--- config.mk ---
export PLATFORM = sky130hd
export DESIGN_NAME = bus_reader12
export DESIGN_NICKNAME = d
export VERILOG_FILES = /design/src/rtl/bus_pkg.sv /design/src/rtl/rr_arbiter.sv /design/src/rtl/bus_reader12.sv
export SDC_FILE = /design/constraint.sdc
export NUM_CORES = 1
export LEC_CHECK = 0
export ABC_AREA = 1
export CORE_UTILIZATION = 50
export CTS_CLUSTER_SIZE = 14
export DETAILED_ROUTE_END_ITERATION = 16
export GPL_ROUTABILITY_DRIVEN = 0
export PLACE_DENSITY_LB_ADDON = 0.08
export SLEW_MARGIN = 20
export SYNTH_ARGS = -nofsm -noshare
export SYNTH_HDL_FRONTEND = slang
export SYNTH_SLANG_ARGS = --single-unit
export TNS_END_PERCENT = 30
--- constraint.sdc ---
create_clock -name clock -period 4.01 [get_ports clock]
set_input_delay 1.203 -clock clock [delete_from_list [all_inputs] [get_ports clock]]
set_output_delay 1.203 -clock clock [all_outputs]
set_load 0.05 [all_outputs]
--- src/rtl/bus_pkg.sv ---
// ============================================================================
// bus_pkg : shared types and defaults for the 12-bit tri-state bus reader
// Rev 1.0
// ============================================================================
`default_nettype none

package bus_pkg;

   localparam int BUS_W     = 12;
   localparam int NSRC_DEF  = 4;
   localparam int DEPTH_DEF = 4;

   typedef logic [BUS_W-1:0] bus_word_t;

   typedef enum logic [0:0] {
      IDLE = 1'b0,
      XFER = 1'b1
   } state_t;

endpackage

`default_nettype wire

--- src/rtl/rr_arbiter.sv ---
// ============================================================================
// rr_arbiter : round-robin pick of the first requester after last_gnt
// Rev 1.0
// ============================================================================
`default_nettype none

module rr_arbiter #(
   parameter int N = 4
) (
   input  logic [N-1:0]         req,
   input  logic [$clog2(N)-1:0] last_gnt,
   input  logic                 grant_en,
   output logic [$clog2(N)-1:0] gnt_idx,
   output logic                 any_req
);

   localparam int IW = $clog2(N);

   logic          w_found;
   logic [31:0]   w_cand;
   logic [IW-1:0] w_idx;

   // Search order is last_gnt+1, last_gnt+2, ... wrapping modulo N.
   always_comb begin
      w_found = 1'b0;
      w_idx   = '0;
      w_cand  = '0;
      for (int k = 1; k <= N; k++) begin
         w_cand = (32'(last_gnt) + 32'(k)) % 32'(N);
         if (!w_found && req[w_cand[IW-1:0]]) begin
            w_found = 1'b1;
            w_idx   = w_cand[IW-1:0];
         end
      end
   end

   assign any_req = |req;
   assign gnt_idx = grant_en ? w_idx : '0;

endmodule

`default_nettype wire

--- src/rtl/bus_reader12.sv ---
// ============================================================================
// bus_reader12 : sole owner of the shared 12-bit bus; grants one driver per
//                cycle and queues the sampled word with its source index
// Rev 1.0
// ============================================================================
`default_nettype none

module bus_reader12
   import bus_pkg::*;
#(
   parameter int NSRC  = NSRC_DEF,
   parameter int DEPTH = DEPTH_DEF
) (
   input  logic                    clock,
   input  logic                    reset,
   input  logic [NSRC-1:0]         req,
   output logic [NSRC-1:0]         en,
   input  logic [BUS_W-1:0]        bus,
   output logic [BUS_W-1:0]        out_data,
   output logic [$clog2(NSRC)-1:0] out_src,
   output logic                    out_valid,
   input  logic                    out_ready,
   output logic                    full,
   output logic                    empty
);

   localparam int SW = $clog2(NSRC);
   localparam int PW = $clog2(DEPTH);
   localparam int CW = PW + 1;

   state_t          r_state;
   state_t          w_state_nxt;
   logic [NSRC-1:0] r_en;
   logic [NSRC-1:0] w_en_nxt;
   logic [SW-1:0]   r_last_gnt;
   logic [SW-1:0]   w_gnt_idx;
   logic            w_any_req;
   logic            w_room;
   logic            w_grant;
   logic            w_push;
   logic            w_pop;

   logic [CW-1:0]   r_count;
   logic [CW-1:0]   w_count_nxt;
   logic [PW-1:0]   r_wr_ptr;
   logic [PW-1:0]   r_rd_ptr;
   logic            r_full;
   logic            r_empty;
   logic            r_valid;
   bus_word_t       r_mem_data [DEPTH];
   logic [SW-1:0]   r_mem_src  [DEPTH];

   // The word being transferred still occupies a slot; a same-cycle pop is
   // deliberately not credited.
   assign w_room  = (32'(r_count) + ((r_state == XFER) ? 32'd1 : 32'd0)) < 32'(DEPTH);
   assign w_grant = w_any_req && w_room;

   rr_arbiter #(
      .N (NSRC)
   ) u_arb (
      .req      (req),
      .last_gnt (r_last_gnt),
      .grant_en (w_room),
      .gnt_idx  (w_gnt_idx),
      .any_req  (w_any_req)
   );

   always_comb begin
      w_state_nxt = IDLE;
      w_en_nxt    = '0;
      case (r_state)
         IDLE, XFER: begin
            if (w_grant) begin
               w_state_nxt = XFER;
               w_en_nxt    = NSRC'(1) << w_gnt_idx;
            end
         end
         default: w_state_nxt = IDLE;
      endcase
   end

   always_ff @(posedge clock) begin
      if (reset) begin
         r_state    <= IDLE;
         r_en       <= '0;
         r_last_gnt <= SW'(NSRC - 1);
      end else begin
         r_state <= w_state_nxt;
         r_en    <= w_en_nxt;
         if (w_grant) begin
            r_last_gnt <= w_gnt_idx;
         end
      end
   end

   // While in XFER, r_last_gnt is the index of the source currently driving.
   assign w_push      = (r_state == XFER);
   assign w_pop       = r_valid && out_ready;
   assign w_count_nxt = r_count + CW'(w_push) - CW'(w_pop);

   always_ff @(posedge clock) begin
      if (reset) begin
         r_wr_ptr <= '0;
         r_rd_ptr <= '0;
         r_count  <= '0;
         r_full   <= 1'b0;
         r_empty  <= 1'b1;
         r_valid  <= 1'b0;
         for (int i = 0; i < DEPTH; i++) begin
            r_mem_data[i] <= '0;
            r_mem_src[i]  <= '0;
         end
      end else begin
         if (w_push) begin
            r_mem_data[r_wr_ptr] <= bus;
            r_mem_src[r_wr_ptr]  <= r_last_gnt;
            r_wr_ptr             <= r_wr_ptr + PW'(1);
         end
         if (w_pop) begin
            r_rd_ptr <= r_rd_ptr + PW'(1);
         end
         r_count <= w_count_nxt;
         r_full  <= (w_count_nxt == CW'(DEPTH));
         r_empty <= (w_count_nxt == '0);
         r_valid <= (w_count_nxt != '0);
      end
   end

   assign en        = r_en;
   assign out_data  = r_mem_data[r_rd_ptr];
   assign out_src   = r_mem_src[r_rd_ptr];
   assign out_valid = r_valid;
   assign full      = r_full;
   assign empty     = r_empty;

   a_no_push_when_full: assert property (@(posedge clock) disable iff (reset) !(w_push && r_full));

endmodule

`default_nettype wire

==> impl_metrics.ini <==
[outcome]
status = finished, violations left
violations = design-rule violations

[clock_tree]
clock_sinks = 75
clk_pin_slew_ps = 80
tritoncts = done
hold_buffers = 0
cts_root_buf = clkbuf_8
ctsHtreeMaxLevel = 3
postCtsSetupRepairBufs = 0
post_cts_resized = 0
clock_latency_ps = 340
cts_made_buffers = 9
cts.path.max_buffers = 2

[setup_path]
cp_top_family = buffers and inverters
critPathArrivalTime_ps = 2390
critPathMostFrequentCell = buf_4
crit_path_top_delay_cell = clkinv_1
critical-path-max-stage-delay_ps = 640
r2r-end = out_valid
crit_chain = buf_4, clkinv_1, o21ai_0, o22ai_1, buf_4
setup.worst_path.end_class = output port
r2r_setup_slack_ps = 2060
r2r_start = out_valid
critical_path_required_ps = 2810
cp_max_fo = 29
worstSetupPathType = reg -> out
cp-start-kind = flip-flop
ff2ff_path_depth = 11
critPathBufInv = 3

[final_layout]
drive_gt1_share_pct = 13.6
multi_input_area_um2 = 1080
area_delta_synth_final_pct = 19.4
diodes = 0
nFillCells = 579
final_cells = 488
regArea_um2 = 2060
layout.nets = 429
final_util_pct = 62.8

[sta]
slew_viol_final = 0
final-hold-violation-count = 0
period_share_pct = 89.5
whs_ps = 487
tightest_slew_ps = 725
setup_ws_ps = 420
maxSlewHeadroom_pct = 51.6
fmax_mhz = 279
finalClockSkew_ps = 8.18
rsz0062_at_grt = no
tns_ps = 0
period_needed_ps = 3590
finalSetupViolations = 0

[logic_synthesis]
ys_seq_area_share_pct = 60.7
synth_top_area_cell = edfxtp_1
ys.flop_type = edfxtp_1
avgSynthCellArea_um2 = 9.36
synth_top_area_share_pct = 49.5
netlist_area_um2 = 3400
async_flop_share_pct = 0
synth-edff-count = 56
synth_nets = 386
ys_ff_latch = 75
yosys_warnings = 0
syn-instance-count = 363
yosys-top-cells-area = edfxtp_1 50%, dfxtp_1 11%, nor2_1 11%
ys_types = 29

[route]
drc_errors = 6
wl_per_cell_um = 14.4
firstDrtPassIters = 10
via_per_inst = 5.17
wirelength_mm = 7.01
vias = 2525
drtIter0Drc = 162
final_antenna_net_count = 0

[floorplan]
start_util_pct = 52.6
die_area_um2 = 7130
die_width_um = 84.4
pin_count = 40
row_count = 29
die_h_um = 84.4
core-area_um2 = 6460

[global_routing]
grt_usage_pct = 21.6
grt_pass1_wl_mm = 11.8
grt_pass1_vias = 2577
grt_max_degree = 30
antenna_found_initial = 0
grt.overflow.total = 0

[place]
port_buffers = 39
dp_hpwl_mm = 4.56
place_ws_ps = 727
dp.cells = 472

[min_path]
whs_path_depth = 1
min_delay_worst_endpoint = r_rd_ptr[0]
hold_path.class = reg -> reg
hp-start = r_rd_ptr[0]

[pwr]
leakagePower_nw = 1.70
peakVddDrop_uv = 464
cellPowerDensity_nw_per_um2 = 690

[flow_run]
drv_cap = 0
-- sequential cells by signal (all words and copies together) (netlist names), named ones only --
| name | count |
|---|---|
| r_count | 3 |
| empty | 1 |
| r_last_gnt | 2 |
| r_mem_src | 8 |
| full | 1 |
| r_mem_data | 48 |
| out_valid | 1 |
| r_wr_ptr | 2 |
| en | 4 |
| r_state | 1 |
| r_rd_ptr | 2 |
-- how the worst max path moves through the flow --
stage                     startpoint            to  slack, ps  depth (start not counted)
after floorplan            flip-flop  out_data[10]       1120                          4
after global placement     out_ready     out_valid        780                         12
after detailed placement   flip-flop    out_src[0]        730                          5
after CTS                  flip-flop    out_src[0]        370                          5
after global routing       flip-flop  out_data[10]        170                          5
final                      flip-flop    out_src[0]        420                          5
-- cells in the final DEF (no fill, tap or decap), types with 3 or more instances in the layout --
cell type        Yosys  final
ha_1                 3      3
edfxtp_1            56     56
dfxtp_1             19     19
buf_4                0     20
o21ai_1              1      4
inv_1               44     44
a21oi_1              5      5
nand2_1             38     38
inv_2                4      4
clkbuf_8             0     10
nand2_4              3      3
nor2_1              97     97
nand2_2              8      8
o22ai_1             14     14
nor2_4               3      3
nand3_1             11     11
clkdlybuf4s50_1      0     25
o21ai_0             34     31
-- stage by stage --
| stage | power (W) | area [µm²] |
|---|---|---|
| 2_1_floorplan | 0.00190 | 3400 |
| 3_3_place_gp | 0.00217 | 3840 |
| 3_5_place_dp | 0.00220 | 3840 |
| 4_1_cts | 0.00282 | 4060 |
| 5_1_grt | 0.00296 | 4060 |
| 6_report | 0.00280 | 4060 |
-- layer usage --
| metal | routed length [µm] | track usage, % | vias up |
|---|---|---|---|
| li1 | - | - | 1271 |
| met1 | 2970 | 27.4 | 1176 |
| met2 | 3570 | 36.4 | 64 |
| met3 | 311 | 4.23 | 14 |
| met4 | 148 | 9.55 | 0 |
| met5 | 0 | 0 | - |
-- cell usage after synthesis (2+ instances only) --
cell type   n
dfxtp_1    19
inv_1      44
nand3_1    11
o22ai_1    14
inv_2       4
o21ai_0    34
a21oi_1     5
clkbuf_1    9
buf_1       2
nand2_4     3
nor2_1     97
nand2_2     8
nand2_1    38
ha_1        3
edfxtp_1   56
nor2_4      3
-- area by class of cell --
type,instances,share of cell area (%)
tap,77,2.37
sequential,75,50.8
clock buffer,12,4.10
timing repair buffer,45,9.87
multi-input combinational,225,26.7
clock inverter,4,1.36
inverter,50,4.81
-- power by group --
group,internal [W],total [W],switching (W)
sequential,0.000968,0.00104,0.0000756
combinational,0.000349,0.00113,0.000783
clock,0.000346,0.000625,0.000279
-- cell families after synthesis --
family / after synthesis / share of synthesized area, %
xor gates and xnor gates: 2 / 0.516
and+or+nand+nor: 163 / 20.7
adders and majority gates: 4 / 1.69
AOI/OAI and AO/OA: 56 / 8.95
buffers and inverters: 63 / 7.44
DFF: 75 / 60.7
-- worst register-to-register path, cell delays in order, from the launching register on --
cell,delay [ps]
dfxtp_1,330
nand2_1,50
inv_1,110
ha_1,240
inv_1,60
ha_1,140
inv_1,50
fa_1,370
xnor2_1,220
nor2_1,80
a21oi_1,160
inv_1,50
No activity file was read; power rests on OpenSTA's default activity.
